<file path="src/rtl/dcom_buffer_arbiter_pkg.sv">
// Shared types and default sizing for the DCOM buffer arbiter.
package dcom_buffer_arbiter_pkg;

    typedef enum logic {
        IDLE,
        GRANT
    } state_t;

    localparam int N_CH_D      = 8;
    localparam int ADDR_W_D    = 12;
    localparam int DATA_W_D    = 64;
    localparam int MAX_BEATS_D = 16;
    localparam int IDX_W       = 3;

endpackage

</file>
<file path="src/rtl/dcom_buffer_arbiter_rr_priority_pick.sv">
// Round-robin picker: first requester strictly after last_ptr, wrapping.
module rr_priority_pick #(
    parameter int N_CH = 8,
    parameter int IW   = 3
) (
    input  logic [N_CH-1:0] req,
    input  logic [IW-1:0]   last_ptr,
    output logic            valid,
    output logic [IW-1:0]   index,
    output logic [N_CH-1:0] onehot
);

    always_comb begin
        int c;
        logic [IW-1:0] ci;
        valid  = 1'b0;
        index  = '0;
        onehot = '0;
        c      = 0;
        ci     = '0;
        for (int i = 1; i <= N_CH; i++) begin
            c = int'(last_ptr) + i;
            if (c >= N_CH) c = c - N_CH;
            ci = IW'(c);
            if (!valid && req[ci]) begin
                valid = 1'b1;
                index = ci;
            end
        end
        if (valid) onehot[index] = 1'b1;
    end

endmodule

</file>
<file path="src/rtl/dcom_buffer_arbiter.sv">
// Round-robin arbiter muxing N write channels onto one Avalon master.
module dcom_buffer_arbiter
    import dcom_buffer_arbiter_pkg::*;
#(
    parameter int N_CH      = N_CH_D,
    parameter int ADDR_W    = ADDR_W_D,
    parameter int DATA_W    = DATA_W_D,
    parameter int MAX_BEATS = MAX_BEATS_D
) (
    input  logic                       clk50_clk,
    input  logic                       rst_reset_n,
    input  logic [N_CH-1:0]            req_write_i,
    input  logic [N_CH*ADDR_W-1:0]     req_address_i,
    input  logic [N_CH*DATA_W-1:0]     req_writedata_i,
    input  logic [N_CH*DATA_W/8-1:0]   req_byteenable_i,
    input  logic [N_CH-1:0]            req_last_i,
    output logic [N_CH-1:0]            req_waitrequest_o,
    output logic [N_CH-1:0]            grant_o,
    output logic [ADDR_W+2:0]          avm_address_o,
    output logic                       avm_write_o,
    output logic [DATA_W-1:0]          avm_writedata_o,
    output logic [DATA_W/8-1:0]        avm_byteenable_o,
    input  logic                       avm_waitrequest_i,
    output logic                       busy_o
);

    localparam int BEW = DATA_W / 8;
    localparam int CW  = $clog2(MAX_BEATS) + 1;

    state_t            state;
    logic [IDX_W-1:0]  cur_idx;
    logic [IDX_W-1:0]  last_ptr;
    logic [IDX_W-1:0]  pick_idx;
    logic [N_CH-1:0]   pick_onehot;
    logic              pick_valid;
    logic [CW-1:0]     beats;
    logic              granted;
    logic              accept;
    logic              cur_write;
    logic              cur_last;
    logic              done;

    rr_priority_pick #(
        .N_CH (N_CH),
        .IW   (IDX_W)
    ) u_pick (
        .req      (req_write_i),
        .last_ptr (last_ptr),
        .valid    (pick_valid),
        .index    (pick_idx),
        .onehot   (pick_onehot)
    );

    assign granted   = (state == GRANT);
    assign busy_o    = granted;
    assign cur_write = req_write_i[cur_idx];
    assign cur_last  = req_last_i[cur_idx];
    assign accept    = avm_write_o && !avm_waitrequest_i;
    // A requester dropping write mid-grant also ends the grant
    assign done = !cur_write ||
                  (accept && (cur_last || beats == CW'(MAX_BEATS - 1)));

    assign req_waitrequest_o = (granted && !avm_waitrequest_i) ?
                               ~grant_o : '1;

    always_comb begin
        avm_write_o      = 1'b0;
        avm_address_o    = '0;
        avm_writedata_o  = '0;
        avm_byteenable_o = '0;
        if (granted) begin
            avm_write_o      = cur_write;
            avm_address_o    = {cur_idx,
                req_address_i[int'(cur_idx)*ADDR_W +: ADDR_W]};
            avm_writedata_o  =
                req_writedata_i[int'(cur_idx)*DATA_W +: DATA_W];
            avm_byteenable_o =
                req_byteenable_i[int'(cur_idx)*BEW +: BEW];
        end
    end

    always_ff @(posedge clk50_clk or negedge rst_reset_n) begin
        if (!rst_reset_n) begin
            state    <= IDLE;
            grant_o  <= '0;
            cur_idx  <= '0;
            beats    <= '0;
            last_ptr <= IDX_W'(N_CH - 1);
        end else begin
            case (state)
                IDLE: begin
                    if (pick_valid) begin
                        state   <= GRANT;
                        grant_o <= pick_onehot;
                        cur_idx <= pick_idx;
                        beats   <= '0;
                    end else begin
                        grant_o <= '0;
                    end
                end
                GRANT: begin
                    if (done) begin
                        state    <= IDLE;
                        grant_o  <= '0;
                        beats    <= '0;
                        last_ptr <= cur_idx;
                    end else if (accept) begin
                        beats <= beats + CW'(1);
                    end
                end
                default: state <= IDLE;
            endcase
        end
    end

endmodule

</file>
<file path="config.mk">
export PLATFORM = sky130hd
export DESIGN_NAME = dcom_buffer_arbiter
export DESIGN_NICKNAME = d
export VERILOG_FILES = /design/src/rtl/dcom_buffer_arbiter_pkg.sv /design/src/rtl/dcom_buffer_arbiter_rr_priority_pick.sv /design/src/rtl/dcom_buffer_arbiter.sv
export SDC_FILE = /design/constraint.sdc
export NUM_CORES = 1
export LEC_CHECK = 0
export CORE_AREA = 2 2 311 313
export DETAILED_ROUTE_END_ITERATION = 8
export DIE_AREA = 0 0 313 315
export GPL_ROUTABILITY_DRIVEN = 0
export PLACE_DENSITY = 0.34
export SLEW_MARGIN = 20
export SYNTH_ARGS = -nofsm -noshare
export SYNTH_HDL_FRONTEND = slang
export SYNTH_SLANG_ARGS = --single-unit
</file>
<file path="constraint.sdc">
create_clock -name clk50_clk -period 5.7 [get_ports clk50_clk]
set_input_delay 0.855 -clock clk50_clk [delete_from_list [all_inputs] [get_ports clk50_clk]]
set_output_delay 0.855 -clock clk50_clk [all_outputs]
set_load 0.05 [all_outputs]
</file>
; ---- Yosys cells after proc, flatten, opt, wreduce, memory -nomap -nowiden
; Index checks and enable logic that the tools add are counted.
[op_classes]
mul = 1
bitwise_logic = 2
n_addsub = 17
n_eq_ne = 4
order_cmp = 19
n_reduce_logical = 25
shift = 3
muxes = 61
[op_table]
columns = operator, n
row1 = $shiftx 512x10->64, 1
row2 = $shiftx 96x8->12, 1
row3 = $mux 64, 1
row4 = $shiftx 64x7->8, 1
row5 = $mux 3, 16
row6 = $lt 3x4->1 const B, 10
row7 = $mux 8, 4
row8 = $bmux 1 s3, 10
row9 = $ge 4x4->1 const B, 7
row10 = $sub 3x1->3 const B, 8
row11 = $mux 1, 22
row12 = $add 3x3->4 const B, 4
row13 = $pmux 8 s2, 1
row14 = $mux 15, 1
row15 = $mux 5, 3
row16 = $logic_and 1x1->1, 11
row17 = $pmux 5 s2, 1
row18 = $logic_not 1->1, 9
row19 = $add 3x2->4 const B, 2
row20 = $not 8->8, 1
row21 = $reduce_and 2->1, 3
row22 = $add 3x4->5 const B, 1
row23 = $add 5x1->5 const B, 1
row24 = $eq 5x4->1 const B, 1
row25 = other kinds (11), 12
[totals]
reg_bits = 20
input_bits = 691
elab_cells = 137
output_inout_bits = 105

; ---- Logic depth before layout (Yosys ltp)
; Gate-level depths: netlist of the first run.
[depth]
word_depth = 33
depth_mapped = 13
depth_no_buf = 9

; ---- Modules after synthesis
; A second synthesis of the first run with hierarchy kept.
[hier_totals]
hier_cells = 614
area_unflattened_um2 = 7309.5
[modules_own_cells]
columns = module, area_per_inst_um2, instances, cells_per_inst, seq_area_each_um2
row1 = dcom_buffer_arbiter, 6304.8, 1, 501, 504.2
row2 = rr_priority_pick, 1004.7, 1, 113, 0.0

; ---- Least setup slack after synthesis of the first run
; OpenSTA, ideal clock, no wires.
[synth_timing]
path_kind = reg2reg
from = register last_ptr[1]
to = register cur_idx[1]
required_ns = 5.575
path_buffers = 4
setup_slack_ns = 1.911
setup_ns = 0.125
synth_period_minus_slack_ns = 3.789
stages_incl_launch_ff = 14
arrival_ns = 3.664
cell_sequence = dfstp_2 buf_2 buf_1 inv_1 ha_1 clkbuf_1 buf_2 mux2_2 nor3_1 nor3_1 or4b_2 a21boi_0 o22ai_1 mux2_2
[synth_via]
elab_chain_cells = 28
elab_cells_between_ends = 79
classes_between = add/sub: 16 / order compare: 8 / mux: 40 / reduce/logical: 15
[synth_lines]
columns = item, line_no
row1 = from (decl), dcom_buffer_arbiter.sv:32  ; logic [IDX_W-1:0] last_ptr;
row2 = from (signal assigned), dcom_buffer_arbiter.sv:88  ; last_ptr <= IDX_W'(N_CH - 1);
row3 = from (signal assigned), dcom_buffer_arbiter.sv:106  ; last_ptr <= cur_idx;
row4 = $add 3x1->4, dcom_buffer_arbiter_rr_priority_pick.sv:22  ; c = int'(last_ptr) + i;
row5 = $ge 4x4->1 / $sub 3x1->3 (equally long branches), dcom_buffer_arbiter_rr_priority_pick.sv:23  ; if (c >= N_CH) c = c - N_CH;
row6 = $mux 3, dcom_buffer_arbiter_rr_priority_pick.sv:23
row7 = $bmux 1 s3, dcom_buffer_arbiter_rr_priority_pick.sv:25  ; if (!valid && req[ci]) begin
row8 = $mux 1 (implied by the code), dcom_buffer_arbiter_rr_priority_pick.sv:25
row9 = $mux 1, dcom_buffer_arbiter_rr_priority_pick.sv:25
row10 = $logic_not 1->1, dcom_buffer_arbiter_rr_priority_pick.sv:25
row11 = $logic_and 1x1->1, dcom_buffer_arbiter_rr_priority_pick.sv:25
row12 = (+12 left out), -
row13 = $mux 1, dcom_buffer_arbiter_rr_priority_pick.sv:25
row14 = $logic_not 1->1, dcom_buffer_arbiter_rr_priority_pick.sv:25
row15 = $logic_and 1x1->1, dcom_buffer_arbiter_rr_priority_pick.sv:25
row16 = $mux 1, dcom_buffer_arbiter_rr_priority_pick.sv:25
row17 = $logic_not 1->1, dcom_buffer_arbiter_rr_priority_pick.sv:25
row18 = $logic_and 1x1->1, dcom_buffer_arbiter_rr_priority_pick.sv:25
row19 = $mux 1, dcom_buffer_arbiter_rr_priority_pick.sv:25
row20 = $reduce_and 2->1 (no line), -
row21 = to (signal assigned), dcom_buffer_arbiter.sv:95  ; cur_idx <= pick_idx;
row22 = to (decl), dcom_buffer_arbiter.sv:31  ; logic [IDX_W-1:0] cur_idx;
; Several ways; a longest one is shown, not always the timed one. The select of a mux whose other input is x is not followed.
; A chain may end at the register's enable or synchronous reset.

; ---- Worst setup path in the final report of the first run
[layout_timing]
from = input port req_address_i[87]
to = output port avm_address_o[3]
[layout_via]
elab_chain_cells = 2
[layout_lines]
columns = item, line_no
row1 = from (decl), dcom_buffer_arbiter.sv:13  ; input logic [N_CH*ADDR_W-1:0] req_address_i,
row2 = $shiftx 96x8->12, dcom_buffer_arbiter.sv:74  ; req_address_i[int'(cur_idx)*ADDR_W +: ADDR_W]};
row3 = $mux 15, dcom_buffer_arbiter.sv:71  ; if (granted) begin
row4 = to (decl), dcom_buffer_arbiter.sv:19  ; output logic [ADDR_W+2:0] avm_address_o,
; Every way passes these cells.

==> results of run 1 <==
-- power breakdown --
part | total, uW | switching, uW | leakage (uW) | internal [uW]
Clock | 194 | 55.1 | 0.0000511 | 139
Combinational | 7560 | 4220 | 0.00549 | 3330
Sequential | 533 | 331 | 0.000253 | 202
-- state kept, by name, indices dropped and copies added (netlist names) --
register,cells
beats,5
busy_o,1
cur_idx,3
grant_o,8
last_ptr,3
-- kinds of logic (layout without fill, tap and decap cells) --
family                     count (synthesis)  after routing  share of synthesized area
AOI/OAI and AO/OA                         47             47                     0.0457
xor gates and xnor gates                   4              4                    0.00478
adders and majority gates                  4              4                    0.00683
buffers and inverters                     75            832                     0.0392
DFF                                       20             20                     0.0688
muxes                                    291            291                      0.715
other                                      0              1                          0
and+or+nand+nor                          149            149                      0.119
-- cells in the final DEF, fill, tap and decap left out, types with 2 or more instances in the layout --
cell type / count
ha_1: 4
buf_4: 21
a222oi_1: 2
o31ai_1: 4
dfrtp_4: 4
a211oi_1: 2
nor2b_1: 89
a21o_1: 2
o21ai_0: 9
or2_2: 2
mux4_2: 185
and3_1: 4
a21oi_1: 7
a32o_1: 4
nor2_1: 7
inv_1: 7
nand2_1: 22
clkdlybuf4s50_1: 795
nor3_1: 5
dfrtp_1: 13
dfstp_2: 3
nand3_1: 4
buf_12: 5
a22o_1: 2
xor2_1: 2
and2_1: 5
clkbuf_16: 3
mux2i_1: 93
o22ai_1: 3
xnor2_1: 2
nand2b_1: 3
mux2_2: 13
-- area by class of cell --
type / instances / area [um^2] / share of cell area
inverters: 7 / 26.3 / 0.00154
diodes: 1 / 2.50 / 0.000147
repair buffers: 821 / 8220 / 0.483
flip-flops and latches: 20 / 519 / 0.0305
well taps: 1276 / 1600 / 0.0939
multi-input cells: 495 / 6540 / 0.385
clock buffers: 3 / 75.1 / 0.00441
clock inverters: 1 / 30.0 / 0.00177
-- stage by stage --
step / setup slack, ns / std cells
after floorplan: 1.91 / 590
after global placement: 1.41 / 2619
after detailed placement: 1.40 / 2619
after CTS: 1.40 / 2623
after global routing: 1.24 / 2624
final: 1.44 / 2624
-- layer usage --
metal	track usage	routed length [um]
met1	0.159	27000
met2	0.218	32700
met3	0.0387	5430
met4	0.00652	361
met5	0	169
-- final timing paths --
kind,end,depth (start not counted)
max,avm_address_o[3],5
min,beats[4],2
max reg2reg,cur_idx[1],9
min reg2reg,beats[4],2
max in group asynchronous,cur_idx[2],1
min in group asynchronous,grant_o[4],1
-- critical path, delay by kind of cell --
family	cells	cell delay (ns)
buffers and inverters	2	1.21
multiplexers	2	1.20
AND/OR/NAND/NOR	1	0.12
==> run summary, run 1 <==
### Floorplanning
- ports placed on the boundary: 796
- row cnt: 114
- Horiz. Die Dim: 313 um
- effective utilization at floorplan: 0.0766
- vertical die dimension: 315 um
- total die area: 98600 um^2
- area of the placeable core: 95700 um^2

### Drt
- First DRT Iteration DRCs: 416
- vias post-DR: 9254
- First-pass DRT Iterations: 5
- post-route antenna net violation count: 0
- final routed wire length divided by cell count: 25.0 um
- DRC viols: 0
- sum of routed wire length over all layers: 65700 um
- vias per inst: 3.53

### Clock network
- H-tree levels: 1
- maximum buffer depth of the clock tree: 2
- Resize count post-CTS: 0
- CTS sink cnt: 20
- number of buffers inserted during clock tree synthesis: 3
- clk_lat worst skew: 0.25 ns
- TritonCTS clock tree: yes
- quantity of hold-fixing buffers added after cts: 0
- number of buffers inserted to repair setup after CTS: 0
- CTS clk-pin slew, worst paths: 0.06 ns
- clock root buffer: clkbuf_16

### Worst setup path
- CP Data Arrival Time: 3.40 ns
- most numerous cell on the critical path: clkdlybuf4s50_1
- required time worst endpoint: 4.85 ns
- Worst Path Class, Setup: in -> out
- largest stage delay on the critical path: 0.76 ns
- CP startpoint: req_address_i[87]
- Max FO, Critical Path: 1
- capturing element type of the critical path: primary output
- startpoint type of the worst setup path: input pin
- slowest cell on the critical path: clkdlybuf4s50_1
- cells traversed along the worst timing path: clkdlybuf4s50_1, mux4_2, mux2i_1, nor2b_1, clkdlybuf4s50_1
- beginning of the worst register-to-register path: last_ptr[0]
- register-to-register setup slack: 1.56 ns

### Timing
- crit path time final: 4.26 ns
- # setup viols final: 0
- Achievable Freq: 235 MHz
- largest clock skew in the final design: 0.00367 ns
- Final Hold Vio Count: 0
- measured slew at the worst slew-check pin: 1.00 ns
- Pins Over Slew Limit: 0
- setup repair after global routing missed its margin: false
- worst hold slack after final layout: 0.482 ns
- Total Neg Setup Slack: 0 ns
- Final period util: 0.747
- Max-Slew Margin vs Limit: 0.330

### Final layout
- post-route design area: 17000 um^2
- layout cells sized above 1: 0.180
- Filler cells: 10500
- final net count: 2043
- area growth from synthesis to layout: 132%
- post-route core utilization: 0.178

### GRT
- overall global routing resource usage: 0.125
- Remaining Overflow, GRT: 0
- number of antenna violations at the first check in global routing: 40
- first-pass GRT wire length: 86600 um
- via count of the first global-routing pass: 10000
- maximum number of pins on one net before global-route repair: 54

### Yosys
- share of the synthesized area in the top cell type: 0.568
- share of synthesized flip-flops with an asynchronous set or reset: 1.00
- Synth Flop Type: dfrtp_1
- top post-synthesis cells by area: mux4_2 (57%), mux2i_1 (13%), nor2b_1 (7.7%)
- cell with the most instances after synthesis: mux4_2
- Netlist cell types: 49
- cell area after synthesis: 7330 um^2
- yosys warns: 0
- flops & latches, synth: 20
- proportion of synthesized chip area in sequential cells: 0.0688
- average instance area after synthesis: 12.4 um^2
- cells after synthesis: 590
- total nets after synthesis: 1285
- biggest area consumer among synthesized cells: mux4_2
- most common library cells after synthesis: mux4_2 (185), mux2i_1 (93), nor2b_1 (90)
- number of flops mapped to enable cells by yosys: 0

### Pwr
- total leakage power: 0.00579 uW
- maximum ir drop on the vdd rail: 0.000331 V
- PD cells: 487 nW/um^2
- total power: 8280 uW

### Placed design
- Port Buffers: 795
- placed wire-length estimate: 58500 um
- placement-stage cell area: 16900 um^2

### Outcome
- status: complete, no violations

### Min path
- beginning of the worst hold path: beats[4]
- path class of the lowest-slack min-delay path: reg -> reg

### Run
- Max-cap violations: 0

Power figures use the tool's default switching activity.
==> run 2: changes to the inputs <==
--- a/config.mk
+++ b/config.mk
@@ -5,11 +5,11 @@
 export SDC_FILE = /design/constraint.sdc
 export NUM_CORES = 1
 export LEC_CHECK = 0
-export CORE_AREA = 2 2 311 313
+export CORE_AREA = 2 2 310 312
 export DETAILED_ROUTE_END_ITERATION = 8
-export DIE_AREA = 0 0 313 315
+export DIE_AREA = 0 0 312 314
 export GPL_ROUTABILITY_DRIVEN = 0
-export PLACE_DENSITY = 0.34
+export PLACE_DENSITY = 0.35
 export SLEW_MARGIN = 20
 export SYNTH_ARGS = -nofsm -noshare
 export SYNTH_HDL_FRONTEND = slang
==> constraint.sdc (replaced) <==
create_clock -name clk50_clk -period 3.8 [get_ports clk50_clk]
set_input_delay 0.57 -clock clk50_clk [delete_from_list [all_inputs] [get_ports clk50_clk]]
set_output_delay 0.57 -clock clk50_clk [all_outputs]
set_load 0.05 [all_outputs]
==> run 2 against run 1 <==
  * Combinational power up 48%
  * Highest routed layer unchanged
  * Sequential power up 29%
  * Clock skew up 0.0051 ns
  * Critical path depth up 2
  * Cell area down 0.54%
  * Routed wire length down 7.8%
  * Sequential cell count unchanged
  * Global-route usage down 0.87 points
==> run summary, run 2 (synthesis results as in run 1) <==
### Outcome
- status: complete, no violations

### Pwr
- total leakage power: 0.00589 uW, +1.7%
- maximum ir drop on the vdd rail: 0.000359 V, +8.6%
- PD cells: 722 nW/um^2, +48%

### Placed design
- pre-CTS worst setup slack: 0.151 ns, -1.25 ns
- Cell Count Post-Placement: 2611, -0.31%
- Port Buffers: 795, unchanged
- placement-stage cell area: 16800 um^2, -0.61%
- placed wire-length estimate: 53200 um, -9.0%

### GRT
- maximum number of pins on one net before global-route repair: 48, -11%
- number of antenna violations at the first check in global routing: 20, -50%
- overall global routing resource usage: 0.117, -0.00866
- Remaining Overflow, GRT: 0, unchanged
- via count of the first global-routing pass: 10200, +1.5%
- first-pass GRT wire length: 81800 um, -5.6%

### Drt
- DRC viols: 0, unchanged
- vias post-DR: 9037, -2.3%
- First-pass DRT Iterations: 5, unchanged
- sum of routed wire length over all layers: 60500 um, -7.8%
- post-route antenna net violation count: 0, unchanged
- final routed wire length divided by cell count: 23.1 um, -7.8%
- First DRT Iteration DRCs: 376, -9.6%
- vias per inst: 3.44, -2.3%

### Final layout
- Biggest register: grant_o
- most frequent standard cell in the layout excluding fill and tap cells: clkdlybuf4s50_1
- final net count: 2046, +0.15%
- commonest non-fill, non-tap cells in the layout: clkdlybuf4s50_1 (739), mux4_2 (185), mux2i_1 (93)
- layout cells sized above 1: 0.223, +0.0426
- flip-flop count of the largest register after layout: 8, unchanged
- area growth from synthesis to layout: 131%
- post-route design area: 16900 um^2, -0.54%
- post-layout instance count excluding filler cells: 2624, unchanged
- biggest regs: grant_o: 8 flops, beats: 5 flops

### Timing
- Total Neg Setup Slack: 0 ns, unchanged
- worst hold slack after final layout: 0.268 ns, -0.213 ns
- largest clock skew in the final design: 0.00878 ns, +0.00511 ns
- minimum setup slack in the final design: 0.367 ns, -1.08 ns
- Achievable Freq: 291 MHz
- Max-Slew Margin vs Limit: 0.377, +0.0468
- measured slew at the worst slew-check pin: 0.935 ns, -0.0670 ns
- # setup viols final: 0, unchanged
- Pins Over Slew Limit: 0, unchanged
- Final period util: 0.903
- Final Hold Vio Count: 0, unchanged
- crit path time final: 3.43 ns
- setup repair after global routing missed its margin: false

### Worst setup path
- required time worst endpoint: 3.98 ns, -0.87 ns
- CP Data Arrival Time: 3.61 ns, +0.21 ns
- capturing element type of the critical path: flop
- delay-heaviest family, CP: multiplexers
- startpoint type of the worst setup path: input pin
- largest stage delay on the critical path: 0.62 ns, -0.14 ns
- slowest cell on the critical path: o22ai_1
- Critical path buffers and inverters: 1, -1
- Max FO, Critical Path: 9, +8
- most numerous cell on the critical path: mux2_2
- Worst Path Class, Setup: in -> reg
- cells traversed along the worst timing path: clkdlybuf4s50_1, mux4_2, mux2_2, nor4_4, o21ai_0, o22ai_1, mux2_2

### Clock network
- clk_lat worst skew: 0.25 ns, about the same
- clock root buffer: clkbuf_16
- maximum buffer depth of the clock tree: 2, unchanged
- number of buffers inserted to repair setup after CTS: 0, unchanged
- quantity of hold-fixing buffers added after cts: 0, unchanged
- CTS clk-pin slew, worst paths: 0.06 ns, about the same
- H-tree levels: 1, unchanged
- number of buffers inserted during clock tree synthesis: 3, unchanged
- Resize count post-CTS: 0, unchanged
- CTS sink cnt: 20, unchanged
- TritonCTS clock tree: yes

### Floorplanning
- vertical die dimension: 314 um, -0.32%
- Horiz. Die Dim: 312 um, -0.32%
- area of the placeable core: 94400 um^2, -1.3%
- effective utilization at floorplan: 0.0776, +0.00103
- ports placed on the boundary: 796, unchanged
- total die area: 98000 um^2, -0.64%
- row cnt: 113, -0.88%

### Min path
- path class of the lowest-slack min-delay path: in -> async

### Run
- Max-cap violations: 0, unchanged

==> run 2: cell count changes in the layout (fill, tap and decap cells not counted), sizes merged <==
| cell | before | now |
|---|---|---|
| diode | 1 | 9 |
| buf | 26 | 85 |
| clkdlybuf4s50 | 795 | 739 |
==> run 2: routing by layer <==
metal | wire [um] | GRT usage | part of all wire | up-vias
met3 | 4890 | 0.0365 | 0.081 | 48
met4 | 1070 | 0.0236 | 0.018 | 14
li1 | - | - | - | 4002
met2 | 31600 | 0.212 | 0.52 | 467
met1 | 22900 | 0.134 | 0.38 | 4506
met5 | 103 | 0 | 0.0017 | -
==> run 2: final cells by class <==
cell class                 count  area (um^2)
fill                       10500        77500
clock buffer                   3         75.1
inverter                       7         26.3
multi-input combinational    495         6540
antenna                        9         22.5
clock inverter                 1         30.0
sequential                    20          519
timing repair buffer         824         8120
tap                         1265         1580
==> run 2: worst reg2reg max path: stages (launching register included) <==
cell	delay, ns
dfstp_2	0.52
inv_1	0.06
ha_1	0.40
buf_4	0.20
mux4_2	0.35
or2_2	0.36
nor4_4	0.37
o21ai_0	0.18
o22ai_1	0.62
mux2_2	0.28
==> run 2: report_power, final <==
group / switching, uW / leakage (uW) / internal (uW)
clock network: 81.3 / 0.0000512 / 209
registers: 383 / 0.000253 / 301
logic: 6340 / 0.00559 / 4910
==> run 2: worst paths after layout <==
path                                startpoint    endpoint  slack, ns  cells after the start
worst max-delay path            req_write_i[5]  cur_idx[1]       0.37                      7
worst min-delay path               rst_reset_n  grant_o[4]       0.27                      1
worst max register to register     last_ptr[0]  cur_idx[1]       0.39                      9
worst min register to register        beats[4]    beats[4]       0.49                      2
max in group asynchronous          rst_reset_n  cur_idx[2]       3.15                      1
min in group clk50_clk                beats[4]    beats[4]       0.49                      2
==> run 2: through the flow <==
stage	power [uW]	utilization
2_1_floorplan	8070	-
3_3_place_gp	12200	0.178
3_5_place_dp	12200	0.178
4_1_cts	12500	0.179
5_1_grt	13000	0.179
6_report	12200	0.179
